[config.mk]
export PLATFORM = sky130hd
export DESIGN_NAME = bl_order_gen_cfg_flat
export DESIGN_NICKNAME = d
export VERILOG_FILES = /design/src/rtl/bl_order_gen_cfg_if.sv /design/src/rtl/bl_order_gen_cfg.sv /design/src/flat_wrapper.sv
export SDC_FILE = /design/constraint.sdc
export NUM_CORES = 1
export LEC_CHECK = 0
export BUFFER_PORTS_ARGS = -buffer_cell sky130_fd_sc_hd__buf_2
export CAP_MARGIN = 20
export CORE_ASPECT_RATIO = 0.5
export CORE_UTILIZATION = 30
export DETAILED_ROUTE_END_ITERATION = 6
export MAX_ROUTING_LAYER = met4
export PLACE_DENSITY = 0.56
export REMOVE_ABC_BUFFERS = 1
export SLEW_MARGIN = 15
export SYNTH_ARGS = -nofsm -noshare
export SYNTH_HDL_FRONTEND = slang
export SYNTH_SLANG_ARGS = --single-unit
export TNS_END_PERCENT = 30
[constraint.sdc]
create_clock -name clk -period 2.8 [get_ports clk]
set_input_delay 0.56 -clock clk [delete_from_list [all_inputs] [get_ports clk]]
set_output_delay 0.56 -clock clk [all_outputs]
set_load 0.1 [all_outputs]
[src/rtl/bl_order_gen_cfg_if.sv]
// Bundle between the X-engine sync/enable source and the baseline order generator.
// Latency: none, wires only. Backpressure: none; the source paces pairs with en.
// The source side uses master, the generator uses slave.
interface bl_order_gen_cfg_if #(
    parameter int N_ANTS = 8
);
    localparam int ANT_BITS = $clog2(N_ANTS);
    localparam int BL_BITS  = $clog2(N_ANTS * (N_ANTS + 1) / 2);

    logic                sync;
    logic                en;
    logic [ANT_BITS:0]   n_ants_cfg;
    logic [ANT_BITS-1:0] ant_a;
    logic [ANT_BITS-1:0] ant_b;
    logic [BL_BITS-1:0]  bl_idx;
    logic                valid;
    logic                last;
    logic                buf_sel;

    modport master (
        output sync, en, n_ants_cfg,
        input  ant_a, ant_b, bl_idx, valid, last, buf_sel
    );

    modport slave (
        input  sync, en, n_ants_cfg,
        output ant_a, ant_b, bl_idx, valid, last, buf_sel
    );
endinterface

[src/rtl/bl_order_gen_cfg.sv]
// Triangular (ant_a, ant_b) baseline order generator with run-time antenna count.
// Latency: 1 cycle from an enabled edge to the registered pair on the outputs.
// Backpressure: none; en low stalls the counters and holds the outputs with valid=0.
module bl_order_gen_cfg #(
    parameter int N_ANTS        = 8,
    parameter int INCLUDE_AUTOS = 1
) (
    input logic               clk,
    input logic               rst_n,
    bl_order_gen_cfg_if.slave bus
);
    localparam int ANT_BITS = $clog2(N_ANTS);
    localparam int BL_BITS  = $clog2(N_ANTS * (N_ANTS + 1) / 2);
    localparam int NW       = ANT_BITS + 1;

    localparam logic [NW-1:0]       N_MAX   = NW'(N_ANTS);
    localparam logic [NW-1:0]       N_MIN   = NW'(2);
    localparam logic [ANT_BITS-1:0] START_B = ANT_BITS'((INCLUDE_AUTOS != 0) ? 0 : 1);

    typedef enum logic {IDLE, RUN} state_t;
    state_t state_q, state_d;

    logic [NW-1:0]       n_q, n_clamped, nm1, last_a;
    logic [ANT_BITS-1:0] a_q, b_q, a_next, b_next, a_inc;
    logic [BL_BITS-1:0]  idx_q;
    logic                at_row_end, at_frame_end, advance;

    logic [ANT_BITS-1:0] ant_a_q, ant_b_q;
    logic [BL_BITS-1:0]  bl_idx_q;
    logic                valid_q, last_q, buf_sel_q;

    always_comb begin
        n_clamped = bus.n_ants_cfg;
        if (bus.n_ants_cfg < N_MIN) begin
            n_clamped = N_MIN;
        end else if (bus.n_ants_cfg > N_MAX) begin
            n_clamped = N_MAX;
        end
    end

    // Frame ends on the last row: (n-1,n-1) with autos, (n-2,n-1) without.
    assign nm1          = n_q - NW'(1);
    assign last_a       = (INCLUDE_AUTOS != 0) ? nm1 : (nm1 - NW'(1));
    assign at_row_end   = ({1'b0, b_q} == nm1);
    assign at_frame_end = at_row_end && ({1'b0, a_q} == last_a);
    assign a_inc        = a_q + ANT_BITS'(1);

    always_comb begin
        a_next = a_q;
        b_next = b_q + ANT_BITS'(1);
        if (at_frame_end) begin
            a_next = '0;
            b_next = START_B;
        end else if (at_row_end) begin
            a_next = a_inc;
            b_next = a_inc + START_B;
        end
    end

    always_comb begin
        state_d = state_q;
        advance = 1'b0;
        case (state_q)
            IDLE: begin
                if (bus.sync) state_d = RUN;
            end
            RUN: begin
                advance = bus.en && !bus.sync;
            end
            default: state_d = IDLE;
        endcase
    end

    always_ff @(posedge clk or negedge rst_n) begin
        if (!rst_n) begin
            state_q <= IDLE;
        end else begin
            state_q <= state_d;
        end
    end

    always_ff @(posedge clk or negedge rst_n) begin
        if (!rst_n) begin
            n_q       <= N_MAX;
            a_q       <= '0;
            b_q       <= START_B;
            idx_q     <= '0;
            ant_a_q   <= '0;
            ant_b_q   <= '0;
            bl_idx_q  <= '0;
            valid_q   <= 1'b0;
            last_q    <= 1'b0;
            buf_sel_q <= 1'b0;
        end else begin
            valid_q <= advance;
            last_q  <= advance && at_frame_end;
            if (bus.sync) begin
                n_q       <= n_clamped;
                a_q       <= '0;
                b_q       <= START_B;
                idx_q     <= '0;
                buf_sel_q <= 1'b0;
            end else begin
                // last_q marks the edge right after the final pair went out.
                if (last_q) buf_sel_q <= ~buf_sel_q;
                if (advance) begin
                    ant_a_q  <= a_q;
                    ant_b_q  <= b_q;
                    bl_idx_q <= idx_q;
                    a_q      <= a_next;
                    b_q      <= b_next;
                    idx_q    <= at_frame_end ? '0 : (idx_q + BL_BITS'(1));
                end
            end
        end
    end

    assign bus.ant_a   = ant_a_q;
    assign bus.ant_b   = ant_b_q;
    assign bus.bl_idx  = bl_idx_q;
    assign bus.valid   = valid_q;
    assign bus.last    = last_q;
    assign bus.buf_sel = buf_sel_q;
endmodule

[src/flat_wrapper.sv]
// flat-port wrapper written by rule: the top's interface ports become plain ports
module bl_order_gen_cfg_flat 
#(
    parameter int N_ANTS        = 8,
    parameter int INCLUDE_AUTOS = 1
)
  (clk, rst_n, bus_sync, bus_en, bus_n_ants_cfg, bus_ant_a, bus_ant_b, bus_bl_idx, bus_valid, bus_last, bus_buf_sel);
  bl_order_gen_cfg_if #(.N_ANTS(N_ANTS)) bus_i ();
  input logic clk;
  input logic rst_n;
  input wire logic [$bits(bus_i.sync)-1:0] bus_sync;
  input wire logic [$bits(bus_i.en)-1:0] bus_en;
  input wire logic [$bits(bus_i.n_ants_cfg)-1:0] bus_n_ants_cfg;
  output wire logic [$bits(bus_i.ant_a)-1:0] bus_ant_a;
  output wire logic [$bits(bus_i.ant_b)-1:0] bus_ant_b;
  output wire logic [$bits(bus_i.bl_idx)-1:0] bus_bl_idx;
  output wire logic [$bits(bus_i.valid)-1:0] bus_valid;
  output wire logic [$bits(bus_i.last)-1:0] bus_last;
  output wire logic [$bits(bus_i.buf_sel)-1:0] bus_buf_sel;
  assign bus_i.sync = bus_sync;
  assign bus_i.en = bus_en;
  assign bus_i.n_ants_cfg = bus_n_ants_cfg;
  assign bus_ant_a = bus_i.ant_a;
  assign bus_ant_b = bus_i.ant_b;
  assign bus_bl_idx = bus_i.bl_idx;
  assign bus_valid = bus_i.valid;
  assign bus_last = bus_i.last;
  assign bus_buf_sel = bus_i.buf_sel;
  bl_order_gen_cfg #(.N_ANTS(N_ANTS), .INCLUDE_AUTOS(INCLUDE_AUTOS)) u_core (.clk(clk), .rst_n(rst_n), .bus(bus_i));
endmodule
Word level (Yosys, flattened, before mapping)

Cells that the tools add are included.

Add/sub/neg operators: 4
Magnitude comparators: 2
Equal/unequal tests: 2
Multiplexer cells: 18
Bitwise operators: 2
Reduce and logical (&&, ||, !) cells: 9

Operator list:

| kind                | number |
|---|---|
| $mux 3              | 8 |
| $mux 6              | 3 |
| $eq 3x4->1          | 2 |
| $mux 4              | 2 |
| $add 3x1->3 const B | 2 |
| $add 6x1->6 const B | 1 |
| $mux 1              | 5 |
| $gt 4x4->1 const B  | 1 |
| $lt 4x2->1 const B  | 1 |
| $reduce_and 2->1    | 2 |
| $reduce_bool 2->1   | 2 |
| $sub 4x1->4 const B | 1 |
| $logic_and 1x1->1   | 3 |
| $reduce_bool 3->1   | 1 |
| $not 1->1           | 2 |
| $logic_not 1->1     | 1 |

Register bits after elaboration: 32
Bits of input ports: 8
Output and inout bits: 15
Logic and storage cells: 48

Depth between registers and ports, before layout

Depth after elaboration: 6
Mapped depth: 8
Gate-level depth less buffers: 7

Least setup slack after synthesis

No wires, ideal clock.

Path type: register to register
Start point: register u_core.n_q[0]
End point: register u_core.a_q[2]
Setup time: 0.122 ns
Data arrival time: 2.012 ns
Slack: 0.667 ns
Stages on the path, launching flop included: 8
Path buffers: 0
Path through: dfrtp_1 -> inv_1 -> ha_1 -> xnor2_1 -> nor4_4 -> nand3_1 -> a211o_1 -> a32o_1

Word-level cells in the longest chain between the ends: 6

RTL lines:

| what                          | line                                           | RTL |
|---|---|---|
| from (decl)                   | bl_order_gen_cfg.sv:23                         | `logic [NW-1:0] n_q, n_clamped, nm1, last_a;` |
| from (signal assigned)        | bl_order_gen_cfg.sv:98                         | `n_q <= n_clamped;` |
| $sub 4x1->4 (*)               | bl_order_gen_cfg.sv:42                         | `assign nm1 = n_q - NW'(1);` |
| $eq 3x4->1 (on tied branches) | bl_order_gen_cfg.sv:44, bl_order_gen_cfg.sv:45 |  |
| $logic_and 1x1->1             | bl_order_gen_cfg.sv:45                         | `assign at_frame_end = at_row_end && ({1'b0, a_q} == last_a);` |
| $mux 3                        | bl_order_gen_cfg.sv:51                         | `if (at_frame_end) begin` |
| $mux 3                        | bl_order_gen_cfg.sv:106                        | `if (advance) begin` |
| $mux 3                        | bl_order_gen_cfg.sv:97                         | `if (bus.sync) begin` |
| to (signal assigned)          | bl_order_gen_cfg.sv:110                        | `a_q <= a_next;` |
| to (decl)                     | bl_order_gen_cfg.sv:24                         | `logic [ANT_BITS-1:0] a_q, b_q, a_next, b_next, a_inc;` |

Every way passes the cells marked *; elsewhere a longest branch is shown, timed or not. The select of a mux whose other input is x is not followed.
A chain may end at the register's enable or synchronous reset.

Worst setup path after layout

Same ends and word-level chain as after synthesis.

==> run metrics <==
worst vdd ir=0.266 mV; TritonCTS clock tree=built; Die X=104 um; synthesized instance count=140; Max Root-Sink Buffers=2; Net count, final=179; Synth top area share=0.500; routed wire length=3040 um; Critical Path RT=2.98 ns; P&R area growth vs syn=19.0%; Worst Clk Skew=0.00556 ns; Synth top cells by count=dfrtp_1 (31), mux2_2 (14), nand2_1 (13), o21ai_0 (8); Post-Route Setup TNS=0 ns; layout cells sized above 1=0.317; root buf cell=clkbuf_8; largest cells by area after synthesis=dfrtp_1 (50%), mux2_2 (10%), xnor2_1 (3.4%); Yosys top cell by area=dfrtp_1; Final Hold Viols=0; post-CTS resize count=0; hold_buf cts=0; xor/xnor share of the synthesized area=0.0508; ANT nets after route=0; DRC=0; Arrival @ worst endpoint=2.54 ns; post-CTS setup buffers=0; Lkg Pwr=0.887 nW; TritonCTS Buffers=5; Vias=1,127; Adder-Cell Fraction of Synth Area=0.0322; critical path peak fanout=6; initial antenna violation count=0; vias per inst=4.76; total track usage=0.126; Clock Latency Late Sink=0.29 ns; first-pass GRT wire length=4990 um; routed length per instance=12.8 um; max_slew headroom=0.516; primary flip-flop cell chosen by synthesis mapping=dfrtp_1; count of different cell masters after synthesis=34; first drt pass iteration count=4; Placed Instance Area=1750 um2; largest net degree at the start of global routing=33; Peak Freq=424 MHz; Finished Cell Area=1850 um2; Synth Area in Compound Gates=0.0975; Post-synth EDFFs=0; ANT cells=0; outcome=finished clean; Mapped Avg Cell Area=11.1 um2; most common cell in the netlist=dfrtp_1; # Max-Cap Violations=0; Worst Setup Start Kind=flip-flop; Pins Over Slew Limit=0; Worst Setup End Kind=flip-flop; initial core utilization=0.313; Synth async-reset ratio=1.00; FF-to-FF Start=u_core.n_q[0]$_DFFE_PN0P_; YS warnings=0; Port Buffer Count=22; register area share after synthesis=0.517; CP Class=flip-flop to flip-flop; Design Power=1.08 mW; proportion of synthesized area in mux cells=0.127; RSZ-0062 raised after global routing=no; CP Launch Point=u_core.n_q[0]$_DFFE_PN0P_; Power Density=585 nW/um2; Largest stage delay, worst path=0.43 ns; Core Area=4950 um2; grt total ovfl=0; GP Congestion=0.810; final worst-path cycle share=0.843; crit-path cells=inv_1 -> ha_1 -> xnor2_1 -> nor4_4 -> nand3_1 -> a211o_1 -> a32o_1; dpl hpwl=2070 um; Final Setup Violations=0; Min-Delay Path Class=input pin to asynchronous set/reset pin; clock sinks=32; largest family of logic cells by synthesized area=simple AND/OR/NAND/NOR gates; Die Y=52.9 um; Crit-path slowest cell=dfrtp_1; crit path time final=2.36 ns; Top Ports=23; DR iter-0 viols=35; vias in the first global route=1,026; simple-gate share of the synthesized area=0.145; Cell Rows=18; die area=5480 um2; #FFs+latches synth=32; Slew @ Worst Pin=0.726 ns; H-tree depth=2; clock input transition at the sequential cells of the worst setup and hold paths=0.06 ns; Post-Syn Area=1550 um2
==> stage by stage <==
| step | setup slack, ns | utilization | hold WS, ns | cells |
|---|---|---|---|---|
| 2_1_floorplan | 0.467 | - | 0.264 | 135 |
| 3_3_place_gp | 0.549 | 0.354 | 0.483 | 230 |
| 3_5_place_dp | 0.459 | 0.354 | 0.490 | 230 |
| 4_1_cts | 0.457 | 0.373 | 0.342 | 237 |
| 5_1_grt | 0.341 | 0.373 | 0.395 | 237 |
| 6_report | 0.439 | 0.373 | 0.320 | 237 |
==> state kept, by name, indices dropped and copies added (netlist names) <==
register	cells
u_core.bus.buf_sel	1
u_core.bus.ant_a	3
u_core.n_q	4
u_core.bus.ant_b	3
u_core.state_q	1
u_core.bus.bl_idx	6
u_core.idx_q	6
u_core.bus.valid	1
u_core.a_q	3
u_core.b_q	3
u_core.bus.last	1
==> cell usage in the layout (no fill, tap or decap), types with 2 or more instances in the layout <==
cell type	count
ha_1	4
a31oi_1	2
buf_2	22
buf_4	3
dfrtp_1	31
or2_2	3
o21ai_0	8
nor2_1	6
nand3_1	7
nor3_1	4
mux2_2	14
nand2_1	13
mux2i_1	4
inv_1	7
xnor2_1	6
a21oi_1	6
xor2_1	3
clkbuf_8	7
or4b_1	2
==> power by group <==
| part | switching (mW) | leakage [nW] | total, mW | internal [mW] |
|---|---|---|---|---|
| Combinational | 0.139 | 0.408 | 0.194 | 0.0548 |
| Sequential | 0.0187 | 0.429 | 0.503 | 0.484 |
| Clock | 0.166 | 0.0503 | 0.384 | 0.219 |
| Total | 0.324 | 0.887 | 1.08 | 0.757 |
==> layer usage <==
metal | GRT usage | vias up | part of all wire
met5 | - | - | 0
met4 | 0.0714 | 0 | 0.017
met3 | 0.0320 | 6 | 0.035
met2 | 0.196 | 19 | 0.45
met1 | 0.154 | 551 | 0.50
li1 | - | 551 | -
==> cells by family after synthesis <==
family | after synthesis
flops | 32
mux | 18
simple gates | 41
xor+xnor | 9
fa+ha+maj | 4
compound gates | 24
buf+inv | 12
==> critical path, delay by kind of cell, from the launching register on <==
kind	cells	cell delay, ns
adders and majority gates	1	0.33
buffers and inverters	1	0.08
xor gates and xnor gates	1	0.17
and+or+nand+nor	2	0.64
AOI/OAI and AO/OA	2	0.60
DFF	1	0.43
==> final timing paths <==
check | end | slack [ns] | cells past startpoint
max | u_core.a_q[2]$_DFFE_PN0P_ | 0.44 | 7
min | u_core.bus.bl_idx[1]$_DFFE_PN0P_ | 0.32 | 1
max reg2reg | u_core.a_q[2]$_DFFE_PN0P_ | 0.44 | 7
min reg2reg | u_core.bus.bl_idx[5]$_DFFE_PN0P_ | 0.50 | 1
max in group asynchronous | u_core.b_q[0]$_DFFE_PN0P_ | 2.01 | 1
min in group clk | u_core.n_q[2]$_DFFE_PN0P_ | 0.48 | 2
==> final cells by class <==
type | instances | area [um2]
flip-flops and latches | 32 | 802
inverters | 7 | 26.3
repair buffers | 25 | 133
multi-input cells | 96 | 703
fillers | 500 | 3110
clock buffers | 7 | 96.3
well taps | 70 | 87.6
Power figures use the tool's default switching activity.
